--- src/rtl/cms_pkg.sv ---
// Shared types, register map and default sizes for the trace packer.
package cms_pkg;

    typedef enum logic [1:0] {
        ST_IDLE,
        ST_WAIT_START,
        ST_ACTIVE
    } trig_state_e;

    localparam int ADDR_CTRL       = 'h00;
    localparam int ADDR_TRIG_START = 'h01;
    localparam int ADDR_TRIG_STOP  = 'h02;
    localparam int ADDR_DROP_CLR   = 'h03;

    localparam int DEF_XLEN            = 64;
    localparam int DEF_NO_OF_EVENTS    = 37;
    localparam int DEF_COUNTER_WIDTH   = 8;
    localparam int DEF_CTRL_ADDR_WIDTH = 8;
    localparam int DEF_CTRL_DATA_WIDTH = 64;
    localparam int DEF_AXI_DATA_WIDTH  = 512;
    localparam int DEF_FIFO_DEPTH      = 8;

    function automatic logic [31:0] sat_inc32(input logic [31:0] v);
        return (v == 32'hFFFF_FFFF) ? v : v + 32'd1;
    endfunction

endpackage

--- src/rtl/cms_trace_packer_if.sv ---
// AXI-Stream style output bus of the trace packer.
interface cms_trace_packer_if #(
    parameter int DATA_WIDTH = 512
);
    logic                  tvalid;
    logic                  tready;
    logic [DATA_WIDTH-1:0] tdata;
    logic                  tlast;

    modport master (output tvalid, tdata, tlast, input tready);
    modport slave  (input tvalid, tdata, tlast, output tready);
endinterface

--- src/rtl/cms_sync_fifo.sv ---
// Single-clock FIFO; push is refused when full, pop when empty.
module cms_sync_fifo #(
    parameter int WIDTH = 512,
    parameter int DEPTH = 8
) (
    input  logic             clk,
    input  logic             rst,
    input  logic             push,
    input  logic [WIDTH-1:0] wdata,
    input  logic             pop,
    output logic [WIDTH-1:0] rdata,
    output logic             full,
    output logic             empty
);
    localparam int AW = $clog2(DEPTH);

    logic [WIDTH-1:0] mem_q [DEPTH];
    logic [AW:0]      wr_ptr_q, wr_ptr_d;
    logic [AW:0]      rd_ptr_q, rd_ptr_d;
    logic             push_ok, pop_ok;

    assign empty = (wr_ptr_q == rd_ptr_q);
    assign full  = (wr_ptr_q[AW] != rd_ptr_q[AW]) && (wr_ptr_q[AW-1:0] == rd_ptr_q[AW-1:0]);
    assign rdata = empty ? '0 : mem_q[rd_ptr_q[AW-1:0]];

    // Advance pointers on accepted push/pop.
    always_comb begin
        // NOTE: every always_comb output gets a default first so no path leaves it unassigned (no latch).
        push_ok  = push && !full;
        pop_ok   = pop && !empty;
        wr_ptr_d = wr_ptr_q;
        rd_ptr_d = rd_ptr_q;
        if (push_ok) wr_ptr_d = wr_ptr_q + 1'b1;
        if (pop_ok)  rd_ptr_d = rd_ptr_q + 1'b1;
    end

    // Pointer registers; reset empties the buffer.
    always_ff @(posedge clk) begin
        // NOTE: sequential state uses <= so every flop samples pre-edge values.
        if (rst) begin
            wr_ptr_q <= '0;
            rd_ptr_q <= '0;
        end else begin
            wr_ptr_q <= wr_ptr_d;
            rd_ptr_q <= rd_ptr_d;
        end
    end

    // Storage write.
    always_ff @(posedge clk) begin
        // NOTE: storage is not reset; stale entries are unreachable because empty masks the read data.
        if (push_ok) mem_q[wr_ptr_q[AW-1:0]] <= wdata;
    end

endmodule

--- src/rtl/cms_trace_packer.sv ---
// Retire-trace packer: triggered capture of pc/instr/event counters into an output stream.
module cms_trace_packer
    import cms_pkg::*;
#(
    parameter int XLEN                     = DEF_XLEN,
    parameter int NO_OF_PERFORMANCE_EVENTS = DEF_NO_OF_EVENTS,
    parameter int COUNTER_WIDTH            = DEF_COUNTER_WIDTH,
    parameter int CTRL_ADDR_WIDTH          = DEF_CTRL_ADDR_WIDTH,
    parameter int CTRL_DATA_WIDTH          = DEF_CTRL_DATA_WIDTH,
    parameter int AXI_DATA_WIDTH           = DEF_AXI_DATA_WIDTH,
    parameter int FIFO_DEPTH               = DEF_FIFO_DEPTH
) (
    input  logic                                clk,
    input  logic                                rst,
    input  logic [31:0]                         instr,
    input  logic [XLEN-1:0]                     pc,
    input  logic                                pc_valid,
    input  logic [NO_OF_PERFORMANCE_EVENTS-1:0] performance_events,
    input  logic [CTRL_ADDR_WIDTH-1:0]          ctrl_addr,
    input  logic [CTRL_DATA_WIDTH-1:0]          ctrl_wdata,
    input  logic                                ctrl_write_enable,
    input  logic [31:0]                         tlast_interval,
    cms_trace_packer_if.master                  M_AXIS,
    output logic [31:0]                         drop_count
);
    localparam int NE      = NO_OF_PERFORMANCE_EVENTS;
    localparam int CW      = COUNTER_WIDTH;
    localparam int CNT_LSB = XLEN + 32;
    localparam int ITEM_W  = CNT_LSB + NE * CW;

    if (ITEM_W > AXI_DATA_WIDTH) begin : g_width_check
        $error("cms_trace_packer: item width exceeds AXI_DATA_WIDTH");
    end

    logic                      we_prev_q, we_prev_d;
    logic                      mon_en_q, mon_en_d, trig_en_q, trig_en_d;
    logic [XLEN-1:0]           trig_start_q, trig_start_d, trig_stop_q, trig_stop_d;
    trig_state_e               state_q, state_d;
    logic [CW-1:0]             cnt_q [NE];
    logic [CW-1:0]             cnt_d [NE];
    logic [CW-1:0]             cnt_now [NE];
    logic [31:0]               drop_q, drop_d, beat_q, beat_d;
    logic                      ctrl_wr, drop_clr, capture, push, drop, pop, tlast_hit;
    logic                      fifo_full, fifo_empty, axis_valid;
    logic [AXI_DATA_WIDTH-1:0] item, fifo_rdata;

    // Rising-edge control writes into the register map.
    always_comb begin
        ctrl_wr      = ctrl_write_enable && !we_prev_q;
        we_prev_d    = ctrl_write_enable;
        mon_en_d     = mon_en_q;
        trig_en_d    = trig_en_q;
        trig_start_d = trig_start_q;
        trig_stop_d  = trig_stop_q;
        drop_clr     = ctrl_wr && (ctrl_addr == CTRL_ADDR_WIDTH'(ADDR_DROP_CLR));
        if (ctrl_wr && ctrl_addr == CTRL_ADDR_WIDTH'(ADDR_CTRL)) begin
            mon_en_d  = ctrl_wdata[0];
            trig_en_d = ctrl_wdata[1];
        end
        if (ctrl_wr && ctrl_addr == CTRL_ADDR_WIDTH'(ADDR_TRIG_START)) trig_start_d = XLEN'(ctrl_wdata);
        if (ctrl_wr && ctrl_addr == CTRL_ADDR_WIDTH'(ADDR_TRIG_STOP))  trig_stop_d  = XLEN'(ctrl_wdata);
    end

    // Trigger FSM next state and capture decision.
    always_comb begin
        state_d = state_q;
        capture = 1'b0;
        if (!mon_en_q) begin
            state_d = ST_IDLE;
        end else begin
            case (state_q)
                ST_IDLE:       state_d = trig_en_q ? ST_WAIT_START : ST_ACTIVE;
                ST_WAIT_START: if (pc_valid && pc == trig_start_q) begin
                    capture = 1'b1;
                    state_d = ST_ACTIVE;
                end
                ST_ACTIVE:     if (pc_valid) begin
                    capture = 1'b1;
                    if (trig_en_q && pc == trig_stop_q) state_d = ST_WAIT_START;
                end
                default:       state_d = ST_IDLE;
            endcase
        end
    end

    // Event counters, item assembly and drop accounting.
    always_comb begin
        push = capture && !fifo_full;
        drop = capture && fifo_full;
        item = '0;
        item[XLEN-1:0]   = pc;
        item[XLEN +: 32] = instr;
        for (int i = 0; i < NE; i++) begin
            cnt_now[i] = (performance_events[i] && cnt_q[i] != '1) ? cnt_q[i] + CW'(1) : cnt_q[i];
            cnt_d[i]   = push ? '0 : cnt_now[i];
            item[CNT_LSB + i*CW +: CW] = cnt_now[i];
        end
        drop_d = drop_q;
        if (drop)          drop_d = drop_clr ? 32'd1 : sat_inc32(drop_q);
        else if (drop_clr) drop_d = '0;
    end

    // Beat counter and packet boundary.
    always_comb begin
        pop       = axis_valid && M_AXIS.tready;
        tlast_hit = (tlast_interval != 32'd0) && (beat_q >= tlast_interval - 32'd1);
        beat_d    = beat_q;
        if (pop) beat_d = tlast_hit ? '0 : beat_q + 32'd1;
    end

    // All packer state registers.
    always_ff @(posedge clk) begin
        if (rst) begin
            we_prev_q    <= 1'b1;
            mon_en_q     <= 1'b0;
            trig_en_q    <= 1'b0;
            trig_start_q <= '0;
            trig_stop_q  <= '0;
            state_q      <= ST_IDLE;
            drop_q       <= '0;
            beat_q       <= '0;
            for (int i = 0; i < NE; i++) cnt_q[i] <= '0;
        end else begin
            we_prev_q    <= we_prev_d;
            mon_en_q     <= mon_en_d;
            trig_en_q    <= trig_en_d;
            trig_start_q <= trig_start_d;
            trig_stop_q  <= trig_stop_d;
            state_q      <= state_d;
            drop_q       <= drop_d;
            beat_q       <= beat_d;
            for (int i = 0; i < NE; i++) cnt_q[i] <= cnt_d[i];
        end
    end

    cms_sync_fifo #(
        .WIDTH (AXI_DATA_WIDTH),
        .DEPTH (FIFO_DEPTH)
    ) u_fifo (
        .clk   (clk),
        .rst   (rst),
        .push  (push),
        .wdata (item),
        .pop   (pop),
        .rdata (fifo_rdata),
        .full  (fifo_full),
        .empty (fifo_empty)
    );

    assign axis_valid    = !fifo_empty;
    assign M_AXIS.tvalid = axis_valid;
    assign M_AXIS.tdata  = fifo_rdata;
    assign M_AXIS.tlast  = axis_valid && tlast_hit;
    assign drop_count    = drop_q;

endmodule

--- src/flat_wrapper.sv ---
// flat-port wrapper written by rule: the top's interface ports become plain ports
module cms_trace_packer_flat import cms_pkg::*;
#(
    parameter int XLEN                     = DEF_XLEN,
    parameter int NO_OF_PERFORMANCE_EVENTS = DEF_NO_OF_EVENTS,
    parameter int COUNTER_WIDTH            = DEF_COUNTER_WIDTH,
    parameter int CTRL_ADDR_WIDTH          = DEF_CTRL_ADDR_WIDTH,
    parameter int CTRL_DATA_WIDTH          = DEF_CTRL_DATA_WIDTH,
    parameter int AXI_DATA_WIDTH           = DEF_AXI_DATA_WIDTH,
    parameter int FIFO_DEPTH               = DEF_FIFO_DEPTH
)
  (clk, rst, instr, pc, pc_valid, performance_events, ctrl_addr, ctrl_wdata, ctrl_write_enable, tlast_interval, drop_count, M_AXIS_tvalid, M_AXIS_tdata, M_AXIS_tlast, M_AXIS_tready);
  cms_trace_packer_if #(.DATA_WIDTH((512))) M_AXIS_i ();
  input  logic clk;
  input  logic rst;
  input  logic [31:0] instr;
  input  logic [XLEN-1:0] pc;
  input  logic pc_valid;
  input  logic [NO_OF_PERFORMANCE_EVENTS-1:0] performance_events;
  input  logic [CTRL_ADDR_WIDTH-1:0] ctrl_addr;
  input  logic [CTRL_DATA_WIDTH-1:0] ctrl_wdata;
  input  logic ctrl_write_enable;
  input  logic [31:0] tlast_interval;
  output logic [31:0] drop_count;
  output wire logic [$bits(M_AXIS_i.tvalid)-1:0] M_AXIS_tvalid;
  output wire logic [$bits(M_AXIS_i.tdata)-1:0] M_AXIS_tdata;
  output wire logic [$bits(M_AXIS_i.tlast)-1:0] M_AXIS_tlast;
  input wire logic [$bits(M_AXIS_i.tready)-1:0] M_AXIS_tready;
  assign M_AXIS_tvalid = M_AXIS_i.tvalid;
  assign M_AXIS_tdata = M_AXIS_i.tdata;
  assign M_AXIS_tlast = M_AXIS_i.tlast;
  assign M_AXIS_i.tready = M_AXIS_tready;
  cms_trace_packer #(.XLEN(XLEN), .NO_OF_PERFORMANCE_EVENTS(NO_OF_PERFORMANCE_EVENTS), .COUNTER_WIDTH(COUNTER_WIDTH), .CTRL_ADDR_WIDTH(CTRL_ADDR_WIDTH), .CTRL_DATA_WIDTH(CTRL_DATA_WIDTH), .AXI_DATA_WIDTH(AXI_DATA_WIDTH), .FIFO_DEPTH(FIFO_DEPTH)) u_core (.clk(clk), .rst(rst), .instr(instr), .pc(pc), .pc_valid(pc_valid), .performance_events(performance_events), .ctrl_addr(ctrl_addr), .ctrl_wdata(ctrl_wdata), .ctrl_write_enable(ctrl_write_enable), .tlast_interval(tlast_interval), .M_AXIS(M_AXIS_i), .drop_count(drop_count));
endmodule
--- config.mk ---
export PLATFORM = sky130hd
export DESIGN_NAME = cms_trace_packer_flat
export DESIGN_NICKNAME = d
export VERILOG_FILES = /design/src/rtl/cms_pkg.sv /design/src/rtl/cms_trace_packer_if.sv /design/src/rtl/cms_sync_fifo.sv /design/src/rtl/cms_trace_packer.sv /design/src/flat_wrapper.sv
export SDC_FILE = /design/constraint.sdc
export NUM_CORES = 2
export LEC_CHECK = 0
export ABC_AREA = 1
export CAP_MARGIN = 20
export CELL_PAD_IN_SITES_DETAIL_PLACEMENT = 0
export CELL_PAD_IN_SITES_GLOBAL_PLACEMENT = 1
export CORE_ASPECT_RATIO = 0.9
export CORE_MARGIN = 2
export CORE_UTILIZATION = 50
export DETAILED_ROUTE_END_ITERATION = 8
export HOLD_SLACK_MARGIN = 0.08
export PLACE_DENSITY_LB_ADDON = 0.1
export SYNTH_ARGS = -nofsm -noshare
export SYNTH_HDL_FRONTEND = slang
export SYNTH_MEMORY_MAX_BITS = 65536
export SYNTH_SLANG_ARGS = --single-unit
--- constraint.sdc ---
create_clock -name clk -period 88.7 [get_ports clk]
set_clock_uncertainty 0.1 [all_clocks]
set_input_delay 17.74 -clock clk [delete_from_list [all_inputs] [get_ports clk]]
set_output_delay 17.74 -clock clk [all_outputs]
set_load 0.005 [all_outputs]
==> impl_metrics.ini <==
[yosys]
seq_area_frac_synth_pct = 70.5
ys.flop_type = edfxtp_1
synthMuxAreaShare_pct = 0
synthArstFlopShare_pct = 0
synth_cell_types = 51
synth-compound-area-share_pct = 11.2
synthXorXnorAreaFrac_pct = 2.00
yosysWarnings = 0
synth_edf_count = 3136
synthAdderAreaFrac_pct = 0.652
yosys.area_share.simple_pct = 11.1
ys_seq_elements = 3640
synth_top_family_by_area = compound AO/OA/AOI/OAI gates
synth_area_um2 = 148000
synthCells = 12900
syn_area_per_cell_um2 = 11.5

[floorplanning]
dieArea_um2 = 300000
fp-row-count = 189
die_x_um = 577
dieHeight_um = 520
io_pins = 788
initial_core_util_pct = 50.2
core_region_area_um2 = 294000

[worst_setup_path]
arrival_ps = 22400
crit_slowest_cell = clkdlybuf4s50_1
endpoint_kind = output port
worstSetupPathType = primary input to output port
critPathMaxFanout = 5
critPathLaunchType = primary input
cpMostUsedCell = nand2_1
path_cells = clkdlybuf4s50_1, inv_1, ha_1, nand2_1, nor2_1, nand2_1, nor2_1, nand2_1, nor4_1, inv_1, nor2_1, nand4_1, xor2_1, ha_1, nand4_1, inv_1, nand2_1, nor4b_1, nand4_1, nand3_1, nand2_1, nor2_1, clkdlybuf4s50_1
cpPeakStageDelay_ps = 540
worstPathRequired_ps = 70860
critPathBufInv = 5
cp_top_family = simple AND/OR/NAND/NOR gates

[route]
drc = 0
wl_met1_mm = 174
dr.pass1.iters = 5
routed_wl_mm = 391
wl_per_cell_um = 22.3
ant_nets = 0
vias = 98400
post_drt_via_cell_ratio = 5.60
wl_met3_mm = 22.7
route.met2.wl_mm = 183
drt_iter0_markers = 8700
highest_layer = met5

[timing]
rsz0062_at_grt = false
setup-tns-final_ps = 0
timing.fmax_ghz = 0.0248
drv_slew = 0
hold_viol_final = 0
fin_crit_ps = 40240
worst_slew_pin_slew_ps = 1200
period_share_pct = 45.4
setup-violations-final = 0
slew_headroom_pct = 20.2

[clock_network]
cts-buffers-inserted = 375
cts_tree = built
clkTransAtPathRegs_ps = 60
numClockSinks = 3640
cts_setup_buffers = 0
htreeDepth = 5
post_cts_resize_count = 0
hold_buffers = 0
clock_path_buffers = 4
root_buffer = clkbuf_16
clk_latency_ps = 930

[finish]
finalNonFillerCells = 17600
final_cell_mix = 3,169 x nor2_1, 3,136 x edfxtp_1, 2,181 x o21ai_0, 725 x inv_1, 667 x clkdlybuf4s50_1
layout_commonest_cell = nor2_1
syn_to_final_growth_pct = 14.9
n_fill_cell = 24000
finalNetCount = 13600
layout-drive-gt1-share_pct = 5.85

[global_routing]
grt_pass1_wl_mm = 584
antenna_found_initial = 28
grt_util_all_layers_pct = 25.3
grt_pass1_vias = 94800
overflow = 0
grt_start_max_net_pins = 251

[power]
ir_worst_vdd_mv = 0.0225
leakage_uw = 0.0576
powerDensity_nw_per_um2 = 22.7

[worst_hold_path]
worstHoldPathType = register to register

[placement]
routabilityCongestion = 0.870
hpwlAfterDp_mm = 213
port_buffers = 667
placed_cells = 16800

[run]
cap_viol_max_count = 0

[run_status]
outcome = finished, final reports clean
report_power, final:
group | internal (µW) | leakage, µW | total, µW | switching [µW]
combinational | 141 | 0.0191 | 410 | 269
sequential | 1860 | 0.0324 | 1860 | 6.00
clock | 925 | 0.00612 | 1580 | 658
logic make-up after synthesis:
family                     count (synthesis)
adders and majority gates                 77
DFF                                     3640
xor gates and xnor gates                 337
other                                      1
buffers and inverters                   1602
AOI/OAI and AO/OA                       3109
and+or+nand+nor                         4106
cells in the mapped netlist (107+ instances only):
| library cell | count | area (µm²) |
|---|---|---|
| a21oi_1 | 107 | 536 |
| o22ai_1 | 411 | 2570 |
| nand3_1 | 202 | 1010 |
| inv_1 | 726 | 2730 |
| dfxtp_1 | 504 | 10100 |
| clkbuf_1 | 611 | 2290 |
| nand2_1 | 451 | 1690 |
| edfxtp_1 | 3136 | 94200 |
| xor2_1 | 234 | 2050 |
| a31oi_1 | 398 | 2490 |
| o21ai_0 | 2181 | 10900 |
| buf_4 | 149 | 1120 |
| nor2_1 | 3176 | 11900 |
path summary, 6_finish.rpt:
check | from | end | slack [ps] | cells after the start
setup reg to reg | u_core.trig_start_q[34] | u_core.u_fifo.mem_q[0][139] | 82620 | 17
hold reg to reg | u_core.trig_start_q[35] | u_core.trig_start_q[35] | 370 | 2
hold / removal | u_core.trig_start_q[35] | u_core.trig_start_q[35] | 370 | 2
setup / recovery | tlast_interval[0] | M_AXIS_tlast | 48460 | 23
flip-flops by register name, indices dropped and copies added, names as in the netlist, 2 cells and up, named ones only:
name / cells
u_core.u_fifo.mem_q: 3136
u_core.beat_q: 32
u_core.trig_stop_q: 64
u_core.trig_start_q: 64
u_core.cnt_q: 296
u_core.u_fifo.rd_ptr_q: 4
u_core.drop_count: 32
u_core.state_q: 2
u_core.u_fifo.wr_ptr_q: 4
metal layers:
metal / vias up / global-route usage [%]
li1: 46000 / -
met1: 49000 / 35.9
met2: 2788 / 40.8
met3: 544 / 3.23
met4: 18 / 7.90
met5: - / 0
metrics by stage:
step	hold WS (ps)	utilization, %	setup slack, ps	power [µW]	area [µm²]
2_1_floorplan	342	-	41680	2120	148000
3_3_place_gp	355	53.4	48490	2300	157000
3_5_place_dp	358	53.4	48500	2310	157000
4_1_cts	368	57.6	48470	3880	170000
5_1_grt	388	57.7	47910	3990	170000
6_report	368	57.7	48460	3860	170000
final cells by class:
type                       instances  area [µm²]  share of cell area, %
clock inverter                   201        2040                   1.20
timing repair buffer             802        8040                   4.73
antenna                           19        47.5                 0.0280
tap                             3915        4900                   2.88
sequential                      3640      104000                   61.4
inverter                         741        2810                   1.66
clock buffer                     499       10400                   6.10
multi-input combinational       7749       37400                   22.0
worst min-delay path: stages (launching register included):
cell and delay (ps):
dfxtp_1 310, inv_1 60, a21oi_1 50
Note: power is estimated with default switching activity, not from simulation.
